<file path="src/rtl/lsu.sv">
// Load/store unit for the RV32I core: lane steering, byte enables and load
// extension around a req/gnt/rvalid data-bus handshake.
module lsu #(
    parameter int DW  = 32,
    parameter int BEW = 4
) (
    input  logic           clk_i,
    input  logic           rst_i,
    input  logic           req_i,
    input  logic           we_i,
    input  logic [2:0]     func3_i,
    input  logic [DW-1:0]  addr_i,
    input  logic [DW-1:0]  wdata_i,
    output logic           stall_o,
    output logic [DW-1:0]  rdata_o,
    output logic           done_o,
    output logic           err_o,
    output logic           dbus_req_o,
    output logic           dbus_we_o,
    output logic [DW-1:0]  dbus_addr_o,
    output logic [BEW-1:0] dbus_be_o,
    output logic [DW-1:0]  dbus_wdata_o,
    input  logic           dbus_gnt_i,
    input  logic           dbus_rvalid_i,
    input  logic [DW-1:0]  dbus_rdata_i
);

    localparam logic [1:0] IDLE = 2'd0;
    localparam logic [1:0] REQ  = 2'd1;
    localparam logic [1:0] WAIT = 2'd2;
    localparam logic [1:0] DONE = 2'd3;

    logic [1:0]     state_q;
    logic [DW-1:2]  word_q;
    logic [1:0]     off_q;
    logic [BEW-1:0] be_q;
    logic [DW-1:0]  wdata_q;
    logic           we_q;
    logic [2:0]     func3_q;
    logic [DW-1:0]  rdata_q;

    logic [1:0]     off;
    logic [BEW-1:0] be_n;
    logic [DW-1:0]  wdata_n;
    logic           legal;
    logic [DW-1:0]  shifted;
    logic [DW-1:0]  ext;

    assign off = addr_i[1:0];

    // NOTE: every signal written here gets a default first, so no path can
    // leave it unassigned and infer a latch.
    always_comb begin
        be_n    = '0;
        wdata_n = wdata_i;
        legal   = 1'b0;
        case (func3_i[1:0])
            2'b00: begin
                be_n    = 4'b0001 << off;
                wdata_n = {4{wdata_i[7:0]}};
                legal   = 1'b1;
            end
            2'b01: begin
                be_n    = 4'b0011 << off;
                wdata_n = {2{wdata_i[15:0]}};
                legal   = ~off[0];
            end
            2'b10: begin
                be_n  = 4'b1111;
                legal = (off == 2'b00);
            end
            default: legal = 1'b0;
        endcase
        // Stores only have sizes 000..010; loads have no 11x encodings.
        if (func3_i[2] && (we_i || func3_i[1]))
            legal = 1'b0;
    end

    assign shifted = dbus_rdata_i >> {off_q, 3'b000};

    always_comb begin
        ext = dbus_rdata_i;
        case (func3_q)
            3'b000:  ext = {{24{shifted[7]}}, shifted[7:0]};
            3'b100:  ext = {24'b0, shifted[7:0]};
            3'b001:  ext = {{16{shifted[15]}}, shifted[15:0]};
            3'b101:  ext = {16'b0, shifted[15:0]};
            default: ext = dbus_rdata_i;
        endcase
    end

    // Gated by rst_i so every output reads 0 while reset is held, even with req_i high.
    assign err_o   = ~rst_i & req_i & (state_q == IDLE) & ~legal;
    assign stall_o = ~rst_i & req_i & ~err_o & (state_q != DONE);
    assign done_o  = (state_q == DONE);
    assign dbus_req_o   = (state_q == REQ);
    assign dbus_we_o    = we_q;
    assign dbus_addr_o  = {word_q, 2'b00};
    assign dbus_be_o    = be_q;
    assign dbus_wdata_o = wdata_q;
    assign rdata_o      = rdata_q;

    // NOTE: sequential state uses non-blocking assignments so every register
    // samples the pre-edge values regardless of statement order.
    always_ff @(posedge clk_i or posedge rst_i) begin
        if (rst_i) begin
            state_q <= IDLE;
            word_q  <= '0;
            off_q   <= '0;
            be_q    <= '0;
            wdata_q <= '0;
            we_q    <= 1'b0;
            func3_q <= '0;
            rdata_q <= '0;
        end else begin
            case (state_q)
                IDLE: begin
                    if (req_i && legal) begin
                        word_q  <= addr_i[DW-1:2];
                        off_q   <= off;
                        be_q    <= be_n;
                        wdata_q <= wdata_n;
                        we_q    <= we_i;
                        func3_q <= func3_i;
                        state_q <= REQ;
                    end
                end
                REQ: begin
                    if (dbus_gnt_i) begin
                        if (we_q) begin
                            state_q <= DONE;
                        end else if (dbus_rvalid_i) begin
                            rdata_q <= ext;
                            state_q <= DONE;
                        end else begin
                            state_q <= WAIT;
                        end
                    end
                end
                WAIT: begin
                    if (dbus_rvalid_i) begin
                        rdata_q <= ext;
                        state_q <= DONE;
                    end
                end
                default: state_q <= IDLE;
            endcase
        end
    end

endmodule

</file>
<file path="config.mk">
export PLATFORM = sky130hd
export DESIGN_NAME = lsu
export DESIGN_NICKNAME = d
export VERILOG_FILES = /design/src/rtl/lsu.sv
export SDC_FILE = /design/constraint.sdc
export NUM_CORES = 1
export LEC_CHECK = 0
export BUFFER_PORTS_ARGS = -buffer_cell sky130_fd_sc_hd__buf_2
export CORE_AREA = 2 2 126 128
export CTS_BUF_LIST = sky130_fd_sc_hd__clkbuf_8
export DETAILED_ROUTE_END_ITERATION = 7
export DIE_AREA = 0 0 128 130
export SLEW_MARGIN = 20
export SYNTH_ARGS = -nofsm -noshare
export SYNTH_HDL_FRONTEND = slang
export SYNTH_SLANG_ARGS = --single-unit
</file>
<file path="constraint.sdc">
create_clock -name clk_i -period 4.3 [get_ports clk_i]
set_input_delay 0.215 -clock clk_i [delete_from_list [all_inputs] [get_ports clk_i]]
set_output_delay 0.215 -clock clk_i [all_outputs]
set_load 0.1 [all_outputs]
</file>
# --- Word-level counts from Yosys, hierarchy flattened ---
# Cells that the tools add are included.
word_totals:
  reg_bits: 106
  inputBits: 105
  output_inout_bits: 105
  word_cells: 59
classes:
  eq_ne: 13
  n_shift: 3
  muxes: 15
  bitwise_logic: 9
  n_reduce_logical: 11
ops:
  columns: ["cell", "count"]
  rows:
  - ["32-bit one-hot mux with 2 select lines", 2]
  - ["32-bit one-hot mux with 4 select lines", 1]
  - ["32-bit two-way mux", 3]
  - ["32-bit by 5-bit right shift with 16-bit output", 1]
  - ["4-bit one-hot mux with 3 select lines", 1]
  - ["2-bit equality test (second input constant)", 3]
  - ["3-bit equality test (second input constant)", 2]
  - ["2-bit logical NOT", 3]
  - ["2-bit two-way mux", 3]
  - ["2-bit != test (second input constant)", 3]
  - ["2-bit one-hot mux with 3 select lines", 1]
  - ["3-bit AND reduction", 2]
  - ["1-bit AND", 5]
  - ["2-bit by 1-bit equality test with 1-bit output (second input constant)", 2]
  - ["2-bit by 1-bit != test with 1-bit output (second input constant)", 2]
  - ["1-bit inverter", 4]
  - ["1-bit by 2-bit << shifter with 4-bit output (first input constant)", 1]
  - ["2-bit by 2-bit << shifter with 4-bit output (first input constant)", 1]
  - ["3-bit by 1-bit equality test with 1-bit output (second input constant)", 1]
  - ["3-bit logical NOT", 1]
  - ["1-bit two-way mux", 3]
  - ["1-bit one-hot mux with 3 select lines", 1]
  - ["1-bit logical AND", 2]
  - ["2-bit AND reduction", 1]
  - ["2 further kinds", 2]

# --- Depth between registers and ports, before layout ---
# Gate-level depths: netlist (run 1).
depth:
  depth_word: 8
  depth_mapped: 8
  depth_no_buf: 6

# --- Least setup slack after synthesis (run 1) ---
# Ideal clock, no wire load.
synth_path:
  path_type: "input-to-output"
  from: "input rst_i"
  to: "output stall_o"
  arrival_ns: 3.541
  required_time_ns: 4.085
  slack_ns: 0.544
  path_stages: 2
  path_cell_list: "inv_1 and4b_1"
synth_between:
  elab_chain_cells: 7
synth_lines:
  columns: ["item", "line_no", "text"]
  rows:
  - ["start: declaration", "8", "input logic rst_i,"]
  - ["1-bit inverter *", "93, 94", null]
  - ["1-bit AND *", "93, 94", null]
  - ["1-bit AND (2 in series)", "93", "assign err_o = ~rst_i & req_i & (state_q == IDLE) & ~legal;"]
  - ["1-bit inverter", "94", "assign stall_o = ~rst_i & req_i & ~err_o & (state_q != DONE);"]
  - ["1-bit AND * (2 in series)", "94", null]
  - ["end: declaration", "14", "output logic stall_o,"]
# Every way passes the cells marked *; elsewhere a longest branch is shown, timed or not.

# --- Final worst setup path (run 1) ---
layout_path:
  from: "register state_q[0]"
  to: "output err_o"
layout_between:
  elab_chain_cells: 3
layout_lines:
  columns: ["item", "line_no", "text"]
  rows:
  - ["start: declaration", "33", "logic [1:0] state_q;"]
  - ["start signal: assignment", "107", "state_q <= IDLE;"]
  - ["start signal: assignment", "125", "state_q <= REQ;"]
  - ["start signal: assignment", "131", "state_q <= DONE;"]
  - ["2-bit logical NOT", "93", null]
  - ["1-bit AND (2 in series)", "93", null]
  - ["end: declaration", "17", "output logic err_o,"]
# Every way passes these cells.

==> results.toml, run 1 <==
[status]
status = "completed"

[sta]
timing.setup.tns_ns = 0
worstMarginPinSlew_ns = 0.938
clock_skew_ns = 0.00464
fmax_mhz = 416
period_minus_slack_ns = 2.41
fin_crit_sh_pct = 55.9
setup_violations = 0
maxSlewHeadroom_pct = 37.5
rsz0062_at_grt = "false"
report.final.hold_viol_count = 0
slew_viol_final = 0

[cells_and_area]
drive_gt1_share_pct = 41.5
syn_to_final_growth_pct = 25.7
finalNetCount = 778

[yosys]
yosysMostFrequentCell = "dfrtp_1"
synthXorXnorAreaFrac_pct = 0
yosysTopAreaCell = "dfrtp_1"
synth_top_area_share_pct = 50.6
synth_top_family_by_area = "multiplexers"
synth-compound-area-share_pct = 11.1
syn_area_mm2 = 0.00524
synth-seq-area-share_pct = 50.6
yosys-top-cells-area = "dfrtp_1, mux2_4, mux2i_1, nand2_1, o21ai_1"
synth-edff-count = 0
synth-seq-cells = 106
muxShareOfSynthArea_pct = 19.6
synthAdderAreaFrac_pct = 0.955
synth_common_cells = "dfrtp_1, nand2_1, mux2_4"
async_reset_ff_share_pct = 100
synth.avg_cell_area_um2 = 10.9
yosys.area_share.simple_pct = 13.3
yosys_warnings = 0
ys_types = 40
synth_flop_cell = "dfrtp_1"
synthesis.instances = 479

[die]
std_cell_rows = 46
initial_core_util_pct = 34.0
die_width_um = 128
coreArea_mm2 = 0.0154
io_pins = 210
die-area_mm2 = 0.0166
die_height_um = 130

[grt]
grt_max_degree = 81
antenna_found_initial = 0
grt-ovfl-total = 0
track_usage_pct = 17.1
grt_pass1_wl_mm = 22.4
grt_pass1_vias = 4432

[drt]
num_vias = 4337
dr.pass1.iters = 4
vias_per_cell = 5.00
drtIter0Drc = 207
drc = 0
routed_wl_mm = 14.2
wl_per_cell_um = 16.4
drtAntennaViolNets = 0

[clock_tree]
clock_latency_ns = 0.37
cts_root_buf = "clkbuf_8"
clk_pin_slew_ns = 0.10
htreeDepth = 3
numCtsBuffers = 9
cts_resized = 0
max-clock-path-buffers = 2
tritoncts = "done"
postCtsSetupBuffers = 0
clock-sinks = 106
hold_buffers = 1

[placement]
port_buffers = 207
place.gp.congestion = 0.824
place_hpwl_mm = 10.6

[worst_setup_path]
worst_path_max_delay_cell = "buf_2"
crit_path_end_kind = "output port"
path_cells = "inv_1 -> ha_1 -> inv_1 -> or3_1 -> nor3b_1 -> buf_2"
critPathMaxFanout = 4
cp-start-kind = "register"
worst_path_most_repeated_cell = "inv_1"
critPathKind = "register to output port"
cp_data_required_time_ns = 4.09
slowest_delay_ns = 0.45
arrival_ns = 2.19

[flow_run]
cap_viol_max_count = 0

[worst_hold_path]
hold_path_class = "input pin to register"
## per-layer routing
metal  share of wire [%]  vias to the layer above  track usage (%)
met4                 1.8                        0             6.27
met5                   0                        -                0
met2                  47                      168             28.4
met1                  43                     2104             21.8
li1                    -                     2048                -
met3                 7.7                       17             4.43
## through the flow
| step | worst slack [ns] | cell area (um^2) | instances | util (%) | hold slack (ns) |
|---|---|---|---|---|---|
| after floorplan | 0.544 | 5250 | 480 | - | 0.347 |
| after global placement | 1.98 | 6360 | 849 | 41.2 | 0.351 |
| after detailed placement | 1.93 | 6360 | 849 | 41.2 | 0.364 |
| after CTS | 1.84 | 6590 | 866 | 42.7 | 0.0166 |
| after global routing | 1.75 | 6590 | 866 | 42.7 | 0.0271 |
| final | 1.89 | 6590 | 867 | 42.7 | 0.0449 |
## cells by family (layout without fill, tap and decap cells)
logic type | count (synthesis) | after routing
AND/OR/NAND/NOR | 150 | 150
flip-flops | 106 | 106
AO/OA/AOI/OAI | 96 | 96
multiplexers | 81 | 81
buffers and inverters | 41 | 235
adder cells (fa/ha/maj) | 4 | 4
other | 1 | 3
## critical path: cells and delay by family, from the launching register on
family                   cells  cell delay, ns
flip-flops                   1            0.43
AND/OR/NAND/NOR              2            0.56
buffers and inverters        3            0.60
adder cells (fa/ha/maj)      1            0.23
## cell usage in the layout, fill, tap and decap left out, drive strengths merged
| cell type | count |
|---|---|
| a2bb2oi | 2 |
| o211ai | 3 |
| mux2i | 35 |
| buf | 211 |
| mux4 | 1 |
| clkinvlp | 1 |
| nor3 | 2 |
| and4b | 1 |
| a21oi | 15 |
| dlygate4sd3 | 1 |
| clkinv | 2 |
| a22oi | 7 |
| a221o | 1 |
| inv | 8 |
| ha | 4 |
| nor2b | 3 |
| bufinv | 2 |
| nand3 | 32 |
| or3 | 1 |
| dfrtp | 106 |
| nand4b | 1 |
| clkbuf | 10 |
| o22ai | 3 |
| a211oi | 2 |
| nor3b | 3 |
| nor2 | 20 |
| and2 | 5 |
| nand2 | 73 |
| mux2 | 45 |
| nand3b | 3 |
| conb | 2 |
| diode | 1 |
| a221oi | 1 |
| nor4 | 1 |
| o2bb2ai | 2 |
| o21ai | 60 |
| nand2b | 5 |
## worst paths after layout
path                                end  startpoint  slack [ns]  cells after the start
min in group asynchronous  dbus_be_o[1]       rst_i        0.48                      3
max in group asynchronous    func3_q[0]       rst_i        2.62                      4
setup reg to reg            rdata_o[25]    off_q[1]        1.95                      3
hold reg to reg              rdata_o[2]  rdata_o[2]        0.49                      2
hold / removal               word_q[28]  addr_i[28]        0.04                      2
setup / recovery                  err_o  state_q[0]        1.89                      6
## layout make-up
type	instances	area, um^2
repair buffers	212	1080
clock inverters	6	81.3
fillers	1519	8830
multi-input cells	333	2370
well taps	192	240
clock buffers	10	138
flip-flops and latches	106	2650
inverters	7	28.8
diodes	1	2.50
## flip-flops by register name, indices dropped and copies added (netlist names)
| name | cells |
|---|---|
| off_q | 2 |
| rdata_o | 32 |
| dbus_we_o | 1 |
| dbus_be_o | 4 |
| dbus_wdata_o | 32 |
| state_q | 2 |
| func3_q | 3 |
| word_q | 30 |
Power of run 1 is not shown: default switching activity piles up to over one toggle a cycle in this logic, so the estimate is an artifact.
==> run 2, diff against run 1 <==
- clock period: 4.3 -> 2.3 ns (I/O delays scaled with it)
==> run 2 against run 1 <==
  * Clock skew grew 0.0099 ns
  * Cell count grew 6.1%
  * Count of clock-buffer cells in the layout is the same
  * Setup slack lost 1.8 ns
  * Non-clock buffer count grew 54
  * Wire length grew 8.4%
  * Global-route usage grew 1.4 points
  * First-iteration DRC count shrank 2.4%
  * Cell area grew 8.0%
  * Flip-flop and latch count is the same
  * Critical path type unchanged
==> results.toml, run 2 (same netlist as run 1, synthesis figures left out) <==
[drt]
drc = 0
wl_per_cell_um = 16.8
num_vias = 4538
drtIter0Drc = 202
routed_wl_mm = 15.4
drtAntennaViolNets = 0
vias_per_cell = 4.93
dr.pass1.iters = 4

[worst_setup_path]
critPathKind = "register to output port"
cpLargestDelayFamily = "simple AND/OR/NAND/NOR gates"
critPathMaxFanout = 4
crit_path_end_kind = "output port"
path_cells = "inv_1 -> ha_2 -> inv_1 -> or3_1 -> and4b_2 -> buf_4"
slowest_delay_ns = 0.42
cp_data_required_time_ns = 2.18
worst_path_max_delay_cell = "dfrtp_1"
cp-start-kind = "register"
crit_buf_inv = 3
worst_path_most_repeated_cell = "inv_1"
arrival_ns = 2.06
cp.depth = 6
worst_r2r_path_depth = 7

[clock_tree]
cts_root_buf = "clkbuf_8"
postCtsSetupBuffers = 0
htreeDepth = 3
clock_latency_ns = 0.38
clk_pin_slew_ns = 0.11
clock-sinks = 106
max-clock-path-buffers = 2
numCtsBuffers = 9
tritoncts = "done"

[grt]
top_usage_layer = "met2"
grtUsageMet1_pct = 22.7
grt-ovfl-total = 0
antenna_found_initial = 0
grt_pass1_vias = 4669
grt_pass1_wl_mm = 24.0
track_usage_pct = 18.5
grt_max_degree = 48
gr-usage-met2_pct = 32.5
grt.met3_usage_pct = 3.90

[worst_hold_path]
holdPathStages = 3
hold_path_class = "input pin to register"

[cells_and_area]
final_common_cell = "buf_2"
drive_gt1_share_pct = 40.4
layout_common_cells = "buf_2, dfrtp_1, nand2_1"
finalNetCount = 832
n_antenna_cell = 0
syn_to_final_growth_pct = 35.8

[sta]
report.final.hold_viol_count = 0
setup_violations = 0
worstMarginPinSlew_ns = 0.708
setup_ws_ns = 0.129
maxSlewHeadroom_pct = 52.7
fin_crit_sh_pct = 94.4
period_minus_slack_ns = 2.17
clock_skew_ns = 0.0146
fmax_mhz = 461
rsz0062_at_grt = "false"
slew_viol_final = 0

[die]
coreArea_mm2 = 0.0154
die_height_um = 130
die_width_um = 128
die-area_mm2 = 0.0166
io_pins = 210
initial_core_util_pct = 34.0
std_cell_rows = 46

[flow_run]
cap_viol_max_count = 0

[placement]
place.gp.congestion = 0.852
place_hpwl_mm = 11.0
port_buffers = 207
post-place-ws_ns = 0.302

[status]
status = "completed"
-- run 2: area by class of cell --
type / count / area [um^2]
multi-input cells: 333 / 2390
fillers: 1479 / 8310
well taps: 192 / 240
flip-flops and latches: 106 / 2650
clock inverters: 6 / 41.3
repair buffers: 266 / 1630
inverters: 7 / 30.0
clock buffers: 10 / 138
-- run 2: metal layers --
| metal | up-vias | share of wire (%) |
|---|---|---|
| met4 | 0 | 1.8 |
| li1 | 2155 | - |
| met1 | 2181 | 43 |
| met2 | 184 | 49 |
| met5 | - | 0 |
| met3 | 18 | 6.3 |
-- run 2: final timing paths --
check                            startpoint          endpoint  slack [ns]
min reg2reg                dbus_wdata_o[28]  dbus_wdata_o[28]        0.49
max reg2reg                      state_q[1]       rdata_o[10]        0.30
max                              state_q[0]           stall_o        0.13
min in group asynchronous             rst_i          off_q[0]        0.28
max in group asynchronous             rst_i  dbus_wdata_o[14]        1.08
min                             wdata_i[24]  dbus_wdata_o[24]        0.01
-- run 2: stage by stage --
| step | TNS [ns] | util (%) | area (um^2) | cells | hold slack [ns] |
|---|---|---|---|---|---|
| 6_report | 0 | 46.1 | 7120 | 920 | 0.0112 |
| 5_1_grt | 0 | 46.1 | 7120 | 920 | 0.00993 |
| 4_1_cts | 0 | 46.1 | 7110 | 920 | 0.000317 |
| 3_5_place_dp | 0 | 42.0 | 6470 | 859 | 0.160 |
| 3_3_place_gp | 0 | 42.0 | 6470 | 859 | 0.153 |
| 2_1_floorplan | -0.319 | - | 5260 | 480 | 0.247 |
-- run 2: worst min-delay path: stages --
cell and delay (ns):
buf_2 0.07, a21oi_1 0.07, o21ai_1 0.11
-- run 2: timing repair --
| action | in CTS | in global routing |
|---|---|---|
| resized for setup | 1 | 4 |
| gates cloned | 0 | 0 |
| setup endpoints to repair | 1 | 2 |
| hold endpoints to repair | 59 | 0 |
| hold buffers | 45 | 0 |
| pin swaps | 0 | 0 |
Power of run 2 is left out for the same reason.
